<file path="src/rtl/bit_stuffer.sv">
`default_nettype none
// ============================================================================
// Module      : bit_stuffer
// Description : Serial bit stuffer; inserts a 0 after six consecutive 1s and
//               back-pressures the upstream CRC stage for the inserted cycle.
// Revision    : 1.0 - initial release
// ============================================================================
module bit_stuffer (
    input  logic clk,
    input  logic rst,
    input  logic s_in,
    input  logic start,
    input  logic endr,
    output logic pause,
    output logic s_out,
    output logic out_valid,
    output logic start_o,
    output logic endr_o
);

    typedef enum logic [1:0] {
        IDLE   = 2'd0,
        ACTIVE = 2'd1,
        STUFF  = 2'd2
    } state_t;

    state_t     state_q, state_d;
    logic [2:0] ones_cnt_q, ones_cnt_d;
    logic       end_pend_q, end_pend_d;
    logic       pause_q, pause_d;
    logic       s_out_q, s_out_d;
    logic       out_valid_q, out_valid_d;
    logic       start_o_q, start_o_d;
    logic       endr_o_q, endr_o_d;
    logic       consume;
    logic [2:0] ones_next;

    always_comb begin
        state_d     = state_q;
        ones_cnt_d  = ones_cnt_q;
        end_pend_d  = 1'b0;
        pause_d     = 1'b0;
        s_out_d     = 1'b0;
        out_valid_d = 1'b0;
        start_o_d   = 1'b0;
        endr_o_d    = 1'b0;
        consume     = ((state_q == IDLE) && start) || (state_q == ACTIVE);
        // A start (first bit or abort) restarts the run count before its own bit.
        ones_next   = 3'd0;
        if (s_in) begin
            ones_next = (start ? 3'd0 : ones_cnt_q) + 3'd1;
        end

        case (state_q)
            STUFF: begin
                // Upstream is held this cycle; emit the inserted 0 instead.
                s_out_d     = 1'b0;
                out_valid_d = 1'b1;
                endr_o_d    = end_pend_q;
                ones_cnt_d  = 3'd0;
                state_d     = end_pend_q ? IDLE : ACTIVE;
            end
            default: begin
                if (consume) begin
                    s_out_d     = s_in;
                    out_valid_d = 1'b1;
                    start_o_d   = start;
                    ones_cnt_d  = ones_next;
                    if (ones_next == 3'd6) begin
                        // End marker moves onto the stuffed 0 that follows.
                        state_d    = STUFF;
                        pause_d    = 1'b1;
                        end_pend_d = endr;
                    end else if (endr) begin
                        state_d    = IDLE;
                        endr_o_d   = 1'b1;
                        ones_cnt_d = 3'd0;
                    end else begin
                        state_d    = ACTIVE;
                    end
                end else begin
                    state_d = IDLE;
                end
            end
        endcase
    end

    always_ff @(posedge clk or posedge rst) begin
        if (rst) begin
            state_q     <= IDLE;
            ones_cnt_q  <= 3'd0;
            end_pend_q  <= 1'b0;
            pause_q     <= 1'b0;
            s_out_q     <= 1'b0;
            out_valid_q <= 1'b0;
            start_o_q   <= 1'b0;
            endr_o_q    <= 1'b0;
        end else begin
            state_q     <= state_d;
            ones_cnt_q  <= ones_cnt_d;
            end_pend_q  <= end_pend_d;
            pause_q     <= pause_d;
            s_out_q     <= s_out_d;
            out_valid_q <= out_valid_d;
            start_o_q   <= start_o_d;
            endr_o_q    <= endr_o_d;
        end
    end

    assign pause     = pause_q;
    assign s_out     = s_out_q;
    assign out_valid = out_valid_q;
    assign start_o   = start_o_q;
    assign endr_o    = endr_o_q;

endmodule
`default_nettype wire

</file>
<file path="config.mk">
export PLATFORM = sky130hd
export DESIGN_NAME = bit_stuffer
export DESIGN_NICKNAME = d
export VERILOG_FILES = /design/src/rtl/bit_stuffer.sv
export SDC_FILE = /design/constraint.sdc
export NUM_CORES = 1
export LEC_CHECK = 0
export CAP_MARGIN = 20
export CORE_AREA = 2 2 39 41
export DETAILED_ROUTE_END_ITERATION = 10
export DIE_AREA = 0 0 41 43
export PLACE_DENSITY_LB_ADDON = 0.12
export SLEW_MARGIN = 20
export SYNTH_ARGS = -nofsm -noshare
export SYNTH_HDL_FRONTEND = slang
export SYNTH_SLANG_ARGS = --single-unit
export TNS_END_PERCENT = 100
</file>
<file path="constraint.sdc">
create_clock -name clk -period 1.7 [get_ports clk]
set_input_delay 0.17 -clock clk [delete_from_list [all_inputs] [get_ports clk]]
set_output_delay 0.17 -clock clk [all_outputs]
set_load 0.01 [all_outputs]
</file>
==> results.ini, run 1 <==
[clocking]
clk_pin_slew_ns = 0.06
post_cts.repair.setup_buffers = 0
cts_tree = built
cts_inserted_buffers = 3
clock_sinks = 10
root_buffer = clkbuf_4
htree_levels = 1
ctsHoldBuffers = 0
cts_resized = 0
cts.path.max_buffers = 2
clk_latency_ns = 0.26

[die]
die_w_um = 41
rows = 14
die_area_um2 = 1760
io_pins = 10
fp.dieH_um = 43
core_area_um2 = 1380
start_util_pct = 36.1

[layout]
post-route-util_pct = 47.0
num-fill-cells = 141
layout.area.seq_um2 = 250
antenna_cells = 0
area_growth_pct = 30.3
multi_input_area_um2 = 215
layout_common_cells = dfrtp_1 (10), clkdlybuf4s50_1 (9), inv_1 (6), nor2_1 (5), buf_4 (4)
nets = 67
final_common_cell = dfrtp_1
layout-drive-gt1-share_pct = 18.6

[pwr]
irDropWorstVdd_uv = 270
powerDensity_nw_per_um2 = 738
cellLeakagePower_nw = 0.313

[sta]
worst_pin_slew_ns = 0.366
clock.fmax_mhz = 655
min_period_ns = 1.53
rsz0062_at_grt = no
finalHoldViolations = 0
finalCritPeriodShare_pct = 89.8
finalMaxSlewViolations = 0
max_slew_margin_pct = 75.6
finalSetupViolCount = 0
holdWs_ns = 0.183
finalClockSkew_ns = 0.00151

[worst_setup_path]
critPathKind = flop to flop
worstPathRequired_ns = 1.84
arrival_ns = 1.66
path_max_fanout = 4
start_kind = flop
crit_path_end_kind = flop

[global_routing]
grt_max_degree = 11
grtUsageTotal_pct = 14.9
grt_overflow_total = 0
grt_pass1_vias = 401
grt_pass1_wl_mm = 1.72
antenna_found_initial = 0

[synth]
syn_area_um2 = 499
synth_top_area_share_pct = 50.1
synth_seq_cells = 10
synthMuxAreaShare_pct = 0
synth_top_family_by_area = simple AND/OR/NAND/NOR gates
synth-simple-area-share_pct = 20.6
synth_cell_type_count = 22
syn_inst = 44
synth-compound-area-share_pct = 15.0
synthXorXnorAreaFrac_pct = 5.01
ys_top_cells_by_area = dfrtp_1 (50%), o32ai_1 (5.3%), nand4b_4 (4.8%)
ys_warn_count = 0
syn_nets = 50
synth_fa_ha_area_share_pct = 2.51
synth_seq_area_share_pct = 50.1
yosysTopAreaCell = dfrtp_1
syn_area_per_cell_um2 = 11.3

[status]
outcome = finished, final reports clean

[drt]
num_vias = 373
final_antenna_net_count = 0
drt_iter0_markers = 4
drc_errors = 0
dr.pass1.iters = 2
totalWireLength_um = 978
avgViaCountPerCell = 4.97
wire_per_inst_um = 13.0

[run]
cap_violations = 0

[hold_path]
hold_path.class = input pin to async pin

[placed_design]
place_congestion = 0.778
place_hpwl_um = 784
port-buffer-count = 9

[flip-flops by register name, indices dropped and copies added (netlist names)]
register and count:
ones_cnt_q 3, state_q 1, out_valid 1, start_o 1, endr_o 1, pause 1
s_out 1, end_pend_q 1
[synthesized netlist by cell type]
cell	n
and2b_1	1
xnor2_1	1
nor2b_1	1
nand2b_1	3
a221o_1	1
nor3_1	1
nor2_1	5
ha_1	1
o22ai_1	1
and2_1	1
nand4b_4	1
xnor2_2	1
o21bai_2	1
nor4_1	1
dfrtp_1	10
a22o_1	1
a21o_1	1
inv_1	6
o32ai_1	3
a21oi_1	1
buf_6	1
nor3_2	1
[path summary, 6_finish.rpt]
check	startpoint	end	slack [ns]	cells after the start
setup / recovery	ones_cnt_q[0]	ones_cnt_q[2]	0.17	6
hold / removal	rst	ones_cnt_q[1]	0.18	2
setup reg to reg	ones_cnt_q[0]	ones_cnt_q[2]	0.17	6
hold reg to reg	end_pend_q	state_q[0]	0.47	1
max in group asynchronous	rst	ones_cnt_q[2]	1.26	2
min in group clk	end_pend_q	state_q[0]	0.47	1
[cell families after synthesis]
family | Yosys count
compound gates | 9
flops | 10
simple gates | 15
fa+ha+maj | 1
xor+xnor | 2
buf+inv | 7
[report_power, final]
group / switching, mW / internal [mW]
logic: 0.0320 / 0.0375
registers: 0.00727 / 0.248
clock network: 0.0736 / 0.0814
total: 0.113 / 0.367
[area by class of cell]
| cell class | instances | area share [%] |
|---|---|---|
| Sequential cell | 10 | 38.5 |
| Multi-Input combinational cell | 27 | 33.1 |
| Timing Repair Buffer | 13 | 18.5 |
| Clock buffer | 3 | 3.46 |
| Inverter | 6 | 3.46 |
| Tap cell | 16 | 3.08 |
[per-stage QoR]
step | TNS, ns | cell area (µm²) | setup WS (ns) | std cells | total power, mW
2_1_floorplan | 0 | 499 | 0.321 | 44 | 0.296
3_3_place_gp | -0.0935 | 628 | -0.0304 | 72 | 0.328
3_5_place_dp | -0.256 | 628 | -0.0986 | 72 | 0.330
4_1_cts | 0 | 651 | 0.178 | 75 | 0.486
5_1_grt | 0 | 651 | 0.0789 | 75 | 0.507
6_report | 0 | 651 | 0.174 | 75 | 0.480
[worst max-delay path, cell delays in order, from the launching register on]
cell,delay [ns]
dfrtp_1,0.42
inv_1,0.11
nor2_1,0.06
ha_1,0.22
xnor2_2,0.24
nor3_2,0.09
a221o_1,0.27
[per-layer routing]
layer / up-vias / routed length, µm / share of wire (%) / track usage [%]
met5: - / 0 / 0 / 0
met4: 0 / 17 / 1.7 / 8.00
met3: 2 / 56 / 5.7 / 4.71
met2: 10 / 482 / 49 / 23.4
met1: 179 / 422 / 43 / 16.9
li1: 182 / - / - / -
No activity file was read; power rests on OpenSTA's default activity.
==> inputs of run 2 (changes only) <==
Settings changed: CAP_MARGIN 20 to not set.
==> results of run 2 <==
No change in the layout: final DEF, timing and power equal those of run 1.
==> inputs of run 3 (changes only) <==
Settings changed: SLEW_MARGIN 20 to not set.
Clock period 1.7 ns to 1.8 ns, I/O delays scaled along.
==> results.ini, run 3 (same netlist as run 1, synthesis figures left out) <==
[status]
outcome = finished, final reports clean

[worst_setup_path]
critPathKind = input pin to flop
arrival_ns = 1.69  ; +0.03 ns
crit_chain = clkdlybuf4s50_1 > and2b_1 > ha_1 > xnor2_2 > nor2_1 > o32ai_1
path_max_fanout = 4  ; unchanged
path_buf_inv = 1  ; unchanged
worstPathRequired_ns = 1.96  ; +0.12 ns
path_delay_family = buffers and inverters
start_kind = input pin
max_stage_delay_ns = 0.47  ; +0.05 ns
crit_path_end_kind = flop
crit_slowest_cell = clkdlybuf4s50_1

[die]
die_w_um = 41  ; unchanged
core_area_um2 = 1380  ; unchanged
start_util_pct = 36.1  ; unchanged
io_pins = 10  ; unchanged
rows = 14  ; unchanged
die_area_um2 = 1760  ; unchanged
fp.dieH_um = 43  ; unchanged

[layout]
area_growth_pct = 30.1
layout-drive-gt1-share_pct = 17.2  ; -1.4 points
antenna_cells = 0  ; unchanged
nets = 65  ; -3.0%
largest_reg_flops = 3  ; unchanged
largest-register = ones_cnt_q
layout_common_cells = dfrtp_1 (10), clkdlybuf4s50_1 (9), inv_1 (6), nor2_1 (5)
design_area_um2 = 649  ; -0.19%
final_common_cell = dfrtp_1
post-route-util_pct = 46.9  ; -0.090 points
num-fill-cells = 143  ; +1.4%

[placed_design]
place_hpwl_um = 768  ; -2.0%
place_congestion = 0.844  ; +8.5%
post_dp_cell_area_um2 = 613  ; -2.4%
port-buffer-count = 9  ; unchanged

[sta]
worst_pin_slew_ns = 0.390  ; +0.0242 ns
finalCritPeriodShare_pct = 84.5
finalHoldViolations = 0  ; unchanged
finalMaxSlewViolations = 0  ; unchanged
finalSetupTns_ns = 0  ; unchanged
clock.fmax_mhz = 657
min_period_ns = 1.52
holdWs_ns = 0.185  ; +0.00244 ns
max_slew_margin_pct = 74.0  ; -1.6 points
finalClockSkew_ns = 0.00600  ; +0.00450 ns
rsz0062_at_grt = no
finalSetupViolCount = 0  ; unchanged

[drt]
dr.pass1.iters = 5  ; +3
final_antenna_net_count = 0  ; unchanged
drc_errors = 0  ; unchanged
drt_iter0_markers = 6  ; +2
totalWireLength_um = 981  ; +0.31%
wire_per_inst_um = 13.3  ; +1.7%
avgViaCountPerCell = 5.08  ; +2.2%
num_vias = 376  ; +0.80%

[clocking]
ctsHoldBuffers = 0  ; unchanged
post_cts.repair.setup_buffers = 0  ; unchanged
clk_latency_ns = 0.27  ; about the same
clock_sinks = 10  ; unchanged
htree_levels = 1  ; unchanged
cts_tree = built
cts_resized = 0  ; unchanged
root_buffer = clkbuf_4
clk_pin_slew_ns = 0.07  ; about the same
cts_inserted_buffers = 3  ; unchanged
cts.path.max_buffers = 2  ; unchanged

[pwr]
cellLeakagePower_nw = 0.309  ; -1.1%
powerDensity_nw_per_um2 = 781  ; +5.9%
power_uw = 507  ; +5.7%
irDropWorstVdd_uv = 295  ; +9.3%

[hold_path]
hold_path.class = input pin to async pin

[global_routing]
grtUsageTotal_pct = 14.3  ; -0.57 points
grt_pass1_vias = 380  ; -5.2%
grt_pass1_wl_mm = 1.64  ; -4.4%
grt_overflow_total = 0  ; unchanged
antenna_found_initial = 0  ; unchanged
grt_max_degree = 11  ; unchanged

[run]
cap_violations = 0  ; unchanged

-- run 3: cell type report --
type,instances,area (µm²),share of cell area (%)
clock buffer,4,36.3,5.59
tap,16,20.0,3.08
sequential,10,250,38.5
multi-input combinational,27,215,33.1
timing repair buffer,11,105,16.2
inverter,6,22.5,3.47
-- run 3: path summary, 6_finish.rpt --
path / from / endpoint / slack [ns] / depth (start not counted)
max: start / endr_o / 0.28 / 6
min: rst / endr_o / 0.19 / 2
max reg2reg: ones_cnt_q[0] / endr_o / 0.28 / 6
min reg2reg: end_pend_q / state_q[0] / 0.47 / 1
max in group asynchronous: rst / end_pend_q / 1.33 / 2
min in group clk: end_pend_q / state_q[0] / 0.47 / 1
-- run 3: stage by stage --
step,setup slack (ns),std cells
CTS,0.273,74
floorplan,0.421,44
global placement,0.0288,70
global route,0.188,74
finish,0.279,74
detailed placement,-0.0118,70
-- run 3: worst reg2reg max path, stage by stage (launching register included) --
cell	delay [ns]
dfrtp_1	0.42
inv_1	0.11
nor2_1	0.06
ha_1	0.22
xnor2_2	0.23
nor2_1	0.10
o32ai_1	0.28
-- run 3: report_power, final --
part	switching, mW	total, mW	internal, mW
clock	0.0799	0.203	0.123
combinational	0.0300	0.0635	0.0335
sequential	0.00679	0.241	0.234
-- run 3: metal layers --
metal	GRT usage (%)	share of wire [%]	vias up
li1	-	-	182
met1	15.0	41	176
met2	22.5	52	18
met3	7.85	7.0	0
met4	6.00	0	0
met5	0	0	-
